`config.mk`:
```
export PLATFORM = sky130hd
export DESIGN_NAME = sid_reg_writer
export DESIGN_NICKNAME = d
export VERILOG_FILES = /design/src/rtl/sid_reg_writer.sv
export SDC_FILE = /design/constraint.sdc
export NUM_CORES = 1
export LEC_CHECK = 0
export BUFFER_PORTS_ARGS = -buffer_cell sky130_fd_sc_hd__buf_2
export CORE_UTILIZATION = 45
export CTS_BUF_LIST = sky130_fd_sc_hd__clkbuf_4
export DETAILED_ROUTE_END_ITERATION = 7
export PLACE_DENSITY_LB_ADDON = 0.2
export REMOVE_ABC_BUFFERS = 1
export SYNTH_ARGS = -nofsm -noshare
export SYNTH_HDL_FRONTEND = slang
export SYNTH_SLANG_ARGS = --single-unit
export TNS_END_PERCENT = 1
```
`constraint.sdc`:
```
create_clock -name clk -period 24.4 [get_ports clk]
set_input_delay 4.88 -clock clk [delete_from_list [all_inputs] [get_ports clk]]
set_output_delay 4.88 -clock clk [all_outputs]
set_load 0.05 [all_outputs]
```
`src/rtl/sid_reg_writer.sv`:
```
// sid_reg_writer: queues host register writes and replays them onto the SID
// write bus as single-cycle strobes separated by a fixed idle gap. Every
// committed write is mirrored in a shadow file for host readback. The
// chip-generated registers (POTX/POTY/OSC3/ENV3) are read from live inputs.
module sid_reg_writer #(
  parameter int DEPTH = 8,
  parameter int GAP   = 1
) (
  input  logic                     clk,
  input  logic                     rst,
  input  logic                     iValid,
  output logic                     oReady,
  input  logic [4:0]               iAddr,
  input  logic [7:0]               iData,
  input  logic                     iPause,
  input  logic                     iRdReq,
  input  logic [4:0]               iRdAddr,
  output logic                     oRdValid,
  output logic [7:0]               oRdData,
  input  logic [7:0]               iPotX,
  input  logic [7:0]               iPotY,
  input  logic [7:0]               iOsc3,
  input  logic [7:0]               iEnv3,
  output logic                     oWE,
  output logic [4:0]               oAddr,
  output logic [7:0]               oData,
  output logic [$clog2(DEPTH):0]   oLevel
);
  localparam int            AW      = $clog2(DEPTH);
  localparam logic [AW:0]   DEPTH_L = (AW+1)'(DEPTH);
  localparam logic [3:0]    GAP_L   = 4'(GAP - 1);
  localparam int            NSHADOW = 29;

  typedef enum logic [1:0] {S_IDLE, S_WRITE, S_GAP} state_t;

  state_t          state;
  logic [3:0]      gcnt;
  logic [4:0]      mem_a [DEPTH];
  logic [7:0]      mem_d [DEPTH];
  logic [AW-1:0]   wptr, rptr;
  logic [AW:0]     count;
  logic [7:0]      shadow [NSHADOW];
  logic            push, pop;

  assign oReady = (count < DEPTH_L);
  assign oLevel = count;
  assign push   = iValid && oReady;
  // A strobe may start from IDLE or at the end of the gap; pause only
  // blocks starting a new one, never shortens WRITE or GAP.
  assign pop    = (count != '0) && !iPause &&
                  ((state == S_IDLE) || ((state == S_GAP) && (gcnt == 4'd0)));

  // FIFO storage: payload needs no reset, occupancy is tracked separately.
  always_ff @(posedge clk) begin
    if (push) begin
      mem_a[wptr] <= iAddr;
      mem_d[wptr] <= iData;
    end
  end

  // FIFO pointers and occupancy; pointers wrap naturally (power-of-two depth).
  always_ff @(posedge clk or posedge rst) begin
    if (rst) begin
      wptr  <= '0;
      rptr  <= '0;
      count <= '0;
    end else begin
      if (push) wptr <= wptr + 1'b1;
      if (pop)  rptr <= rptr + 1'b1;
      if (push && !pop)      count <= count + 1'b1;
      else if (pop && !push) count <= count - 1'b1;
    end
  end

  // Write sequencer: IDLE -> WRITE (one-cycle strobe) -> GAP -> WRITE/IDLE.
  always_ff @(posedge clk or posedge rst) begin
    if (rst) begin
      state <= S_IDLE;
      oWE   <= 1'b0;
      oAddr <= '0;
      oData <= '0;
      gcnt  <= '0;
    end else begin
      case (state)
        S_IDLE: begin
          if (pop) begin
            oAddr <= mem_a[rptr];
            oData <= mem_d[rptr];
            oWE   <= 1'b1;
            state <= S_WRITE;
          end
        end
        S_WRITE: begin
          oWE   <= 1'b0;
          gcnt  <= GAP_L;
          state <= S_GAP;
        end
        S_GAP: begin
          if (gcnt != 4'd0) begin
            gcnt <= gcnt - 4'd1;
          end else if (pop) begin
            oAddr <= mem_a[rptr];
            oData <= mem_d[rptr];
            oWE   <= 1'b1;
            state <= S_WRITE;
          end else begin
            state <= S_IDLE;
          end
        end
        default: begin
          oWE   <= 1'b0;
          state <= S_IDLE;
        end
      endcase
    end
  end

  // Shadow file: commit the strobed write at the end of its WRITE cycle.
  always_ff @(posedge clk or posedge rst) begin
    if (rst) begin
      for (int i = 0; i < NSHADOW; i++) shadow[i] <= 8'h00;
    end else if ((state == S_WRITE) && (oAddr < 5'h1D)) begin
      shadow[oAddr] <= oData;
    end
  end

  // Readback: one-cycle latency, reads see the shadow before any same-edge commit.
  always_ff @(posedge clk or posedge rst) begin
    if (rst) begin
      oRdValid <= 1'b0;
      oRdData  <= 8'h00;
    end else begin
      oRdValid <= iRdReq;
      if (iRdReq) begin
        case (iRdAddr)
          5'h19:                oRdData <= iPotX;
          5'h1A:                oRdData <= iPotY;
          5'h1B:                oRdData <= iOsc3;
          5'h1C:                oRdData <= iEnv3;
          5'h1D, 5'h1E, 5'h1F:  oRdData <= 8'h00;
          default:              oRdData <= shadow[iRdAddr];
        endcase
      end
    end
  end

endmodule
```
==> results by group <==
Timing
  – Hold_ws: 482.1 ps
  – Fin crit period: 7256 ps
  – Maximum clock rate: 137.8 MHz
  – Pins over their slew limit: 0
  – Final hold violations: 0
  – Fin Setup TNS: 0 ps
  – Crit share post-route: 29.74%
  – Clock Skew: 49.89 ps
  – Endpoints failing setup: 0
  – Worst-margin pin slew: 1121 ps
  – Slew margin rel.: 23.31%
  – RSZ-0062 raised after global routing: false

Clocking
  – Hold_buf cts: 0
  – Cts repair resizes: 0
  – Clock slew at reported path FFs: 60 ps
  – CTS Buf Count: 92
  – Postcts setup bufs: 0
  – CTS sink cnt: 343
  – Root Buffer: clkbuf_4
  – CTS Buffer Depth: 3
  – # H-tree levels: 3
  – Worst-Skew Late Latency: 770 ps
  – CTS tree: done

Synth
  – Dominant synthesized flop cell: dfrtp_1
  – Yosys warns: 0
  – Sequential area share after synthesis: 59.25%
  – Synthesized area: 0.01536 mm²
  – Syn Area/Cell: 14.55 µm²
  – Post-Syn Instances: 1056
  – Post-synth cell types: 55
  – Fraction of registers with async set/reset: 69.68%
  – FF+latch count, synth: 343
  – Post-synth EDFFs: 104

Floorplanning
  – CORE AREA: 0.03353 mm²
  – FP Rows: 67
  – Die span in y: 186.8 µm
  – Die area: 0.03489 mm²
  – Initial core utilization: 45.82%
  – Die Span X: 186.8 µm
  – IO Pins: 83

Final layout
  – Layout Nets: 1238
  – Ratio of cells with drive above 1 in the final layout: 43.99%
  – Non-Filler Instances: 1673
  – Final core utilization: 51.30%
  – Area growth from synthesis to layout: 11.95%

Placed design
  – Dpl cells: 1530
  – Port buffer count: 82
  – Routability cong.: 0.8059
  – HPWL after DPL: 22.14 mm

Setup path
  – Nature of the critical path endpoint: register
  – Critical path class: in -> reg
  – Critical Path Source Type: primary input
  – Reg2Reg Setup Slack: 21030 ps
  – Crit path DAT: 7850 ps
  – Worst EP required: 24990 ps
  – Crit-path max FO: 69

Global routing
  – Initial antenna violation count: 4
  – Number of global-route vias before repair: 9937
  – GR Util All Layers: 21.59%
  – Total gr overflow: 0
  – Largest net degree at the start of global routing: 115
  – First-pass GRT wire length: 57.61 mm

Drt
  – DRT antenna net count: 0
  – Vias per cell: 5.637
  – DRT iter0 DRCs: 529
  – DR pass1 iterations: 4
  – Routed wire per std cell: 21.72 µm
  – Detailed-route DRC error count: 0
  – Post-Route WL: 36.34 mm
  – Routed vias: 9431

Flow run
  – Max Cap Violations: 0

Outcome
  – Status: finished, final reports clean

Power
  – Worst IR Drop VDD: 0.00007167 V
  – Lkg Pwr: 7.432 nW
  – Pwr dens: 109.1 mW/mm²

Min path
  – Worst Hold Class: reg -> reg
==> metal layers <==
metal / part of all wire, % / wire length [µm] / track usage, % / vias to the layer above
met2: 47 / 17190 / 34.24 / 284
met5: 0.050 / 18 / 0 / -
met4: 1.9 / 676 / 7.913 / 4
li1: - / - / - / 4232
met3: 5.1 / 1852 / 4.269 / 58
met1: 46 / 16600 / 29.56 / 4853
==> path summary, 6_finish.rpt <==
path | startpoint | to | cells after the start
max | iRdAddr[0] | oRdData[3]$_DFFE_PP0P_ | 7
max in group asynchronous | rst | oRdData[0]$_DFFE_PP0P_ | 4
max reg2reg | gcnt[0]$_DFFE_PP0P_ | oLevel[3]$_DFFE_PP0P_ | 15
min | oWE$_DFFE_PP0P_ | oWE$_DFFE_PP0P_ | 1
min reg2reg | oWE$_DFFE_PP0P_ | oWE$_DFFE_PP0P_ | 1
min in group asynchronous | rst | oLevel[1]$_DFFE_PP0P_ | 2
==> cell usage in the layout (no fill, tap or decap), types with 3 or more instances in the layout <==
cell type and n:
o221ai_1 7, buf_2 81, nor2b_1 14, edfxtp_1 104
mux2i_1 46, inv_1 8, dfrtp_1 238, o21ai_0 28
a22o_1 9, nand3_1 15, a21oi_1 30, ha_1 6
nor3_1 8, a211oi_1 16, clkbuf_4 119, o22ai_1 10
nor2_1 38, nand2_1 37, clkinv_2 3, nor3_2 3
nand2_2 3, xnor2_1 6, mux2_2 243, a21o_1 3
nand2b_1 10, buf_4 20, clkinv_1 12, a2111oi_0 7
nand3b_1 3, mux4_2 37, nand4_1 4, o2bb2ai_1 5
nor2_2 11
==> worst max-delay path, cell delays in order <==
cell       delay, ps
buf_4            490
buf_4            820
mux4_2           600
nor2_1           110
a211oi_1          50
a2111oi_0        660
o21ai_0          150
==> cell families (layout without fill, tap and decap cells) <==
group	Yosys count	in the layout	synth area share [%]
other	0	2	0
xor gates and xnor gates	8	8	0.4560
DFF	343	343	59.25
buffers and inverters	85	252	2.508
adders and majority gates	7	7	0.6189
AOI/OAI and AO/OA	126	126	5.423
and+or+nand+nor	161	161	5.513
muxes	326	326	26.23
==> per-stage QoR <==
step	setup WS (ps)	total power, W	instance area [µm²]
after CTS	17180	0.001902	17200
final	17140	0.001877	17200
after global routing	17020	0.001991	17200
after detailed placement	16380	0.001428	16170
after floorplan	12960	0.001235	15020
after global placement	16530	0.001417	16170
==> synthesized netlist by cell type (9+ instances only) <==
master    instances  area share (%)
inv_1             9            0.22
o22ai_1          10            0.41
mux4_2           37             5.4
a22o_1            9            0.51
mux2i_1          46             3.0
dfrtp_1         239              39
nand2b_1         10            0.41
a211oi_1         16            0.78
a21oi_1          30            0.98
nand3_1          15            0.49
nand2_1          37            0.90
buf_2            20            0.65
o21ai_0          28            0.91
clkbuf_1         45             1.1
nor3_1           10            0.33
mux2_2          243              18
nor2b_1          14            0.57
edfxtp_1        104              20
nor2_1           42             1.0
==> where the power goes <==
group	switching, W	leakage, nW	total (W)	internal [W]
Clock	0.000231	0.609	0.000466	0.000236
Combinational	0.000295	2.77	0.000545	0.000250
Sequential	0.000117	4.06	0.000865	0.000748
Total	0.000643	7.43	0.00188	0.00123
==> final cells by class <==
| cell class | instances | area [µm²] |
|---|---|---|
| Timing Repair Buffer | 101 | 555.5 |
| Clock inverter | 22 | 135.1 |
| Inverter | 10 | 45.04 |
| Fill cell | 2941 | 16330 |
| Tap cell | 448 | 560.5 |
| Antenna cell | 2 | 5.005 |
| Multi-Input combinational cell | 628 | 5902 |
| Sequential cell | 343 | 9105 |
| Clock buffer | 119 | 893.4 |
==> sequential cells by signal (all words and copies together), names as in the netlist <==
signal,cells
gcnt,4
mem_a,40
mem_d,64
oAddr,5
oData,8
oLevel,4
oRdData,8
oRdValid,1
oWE,1
rptr,3
shadow,200
state,2
wptr,3
Note: power is estimated with default switching activity, not from simulation.
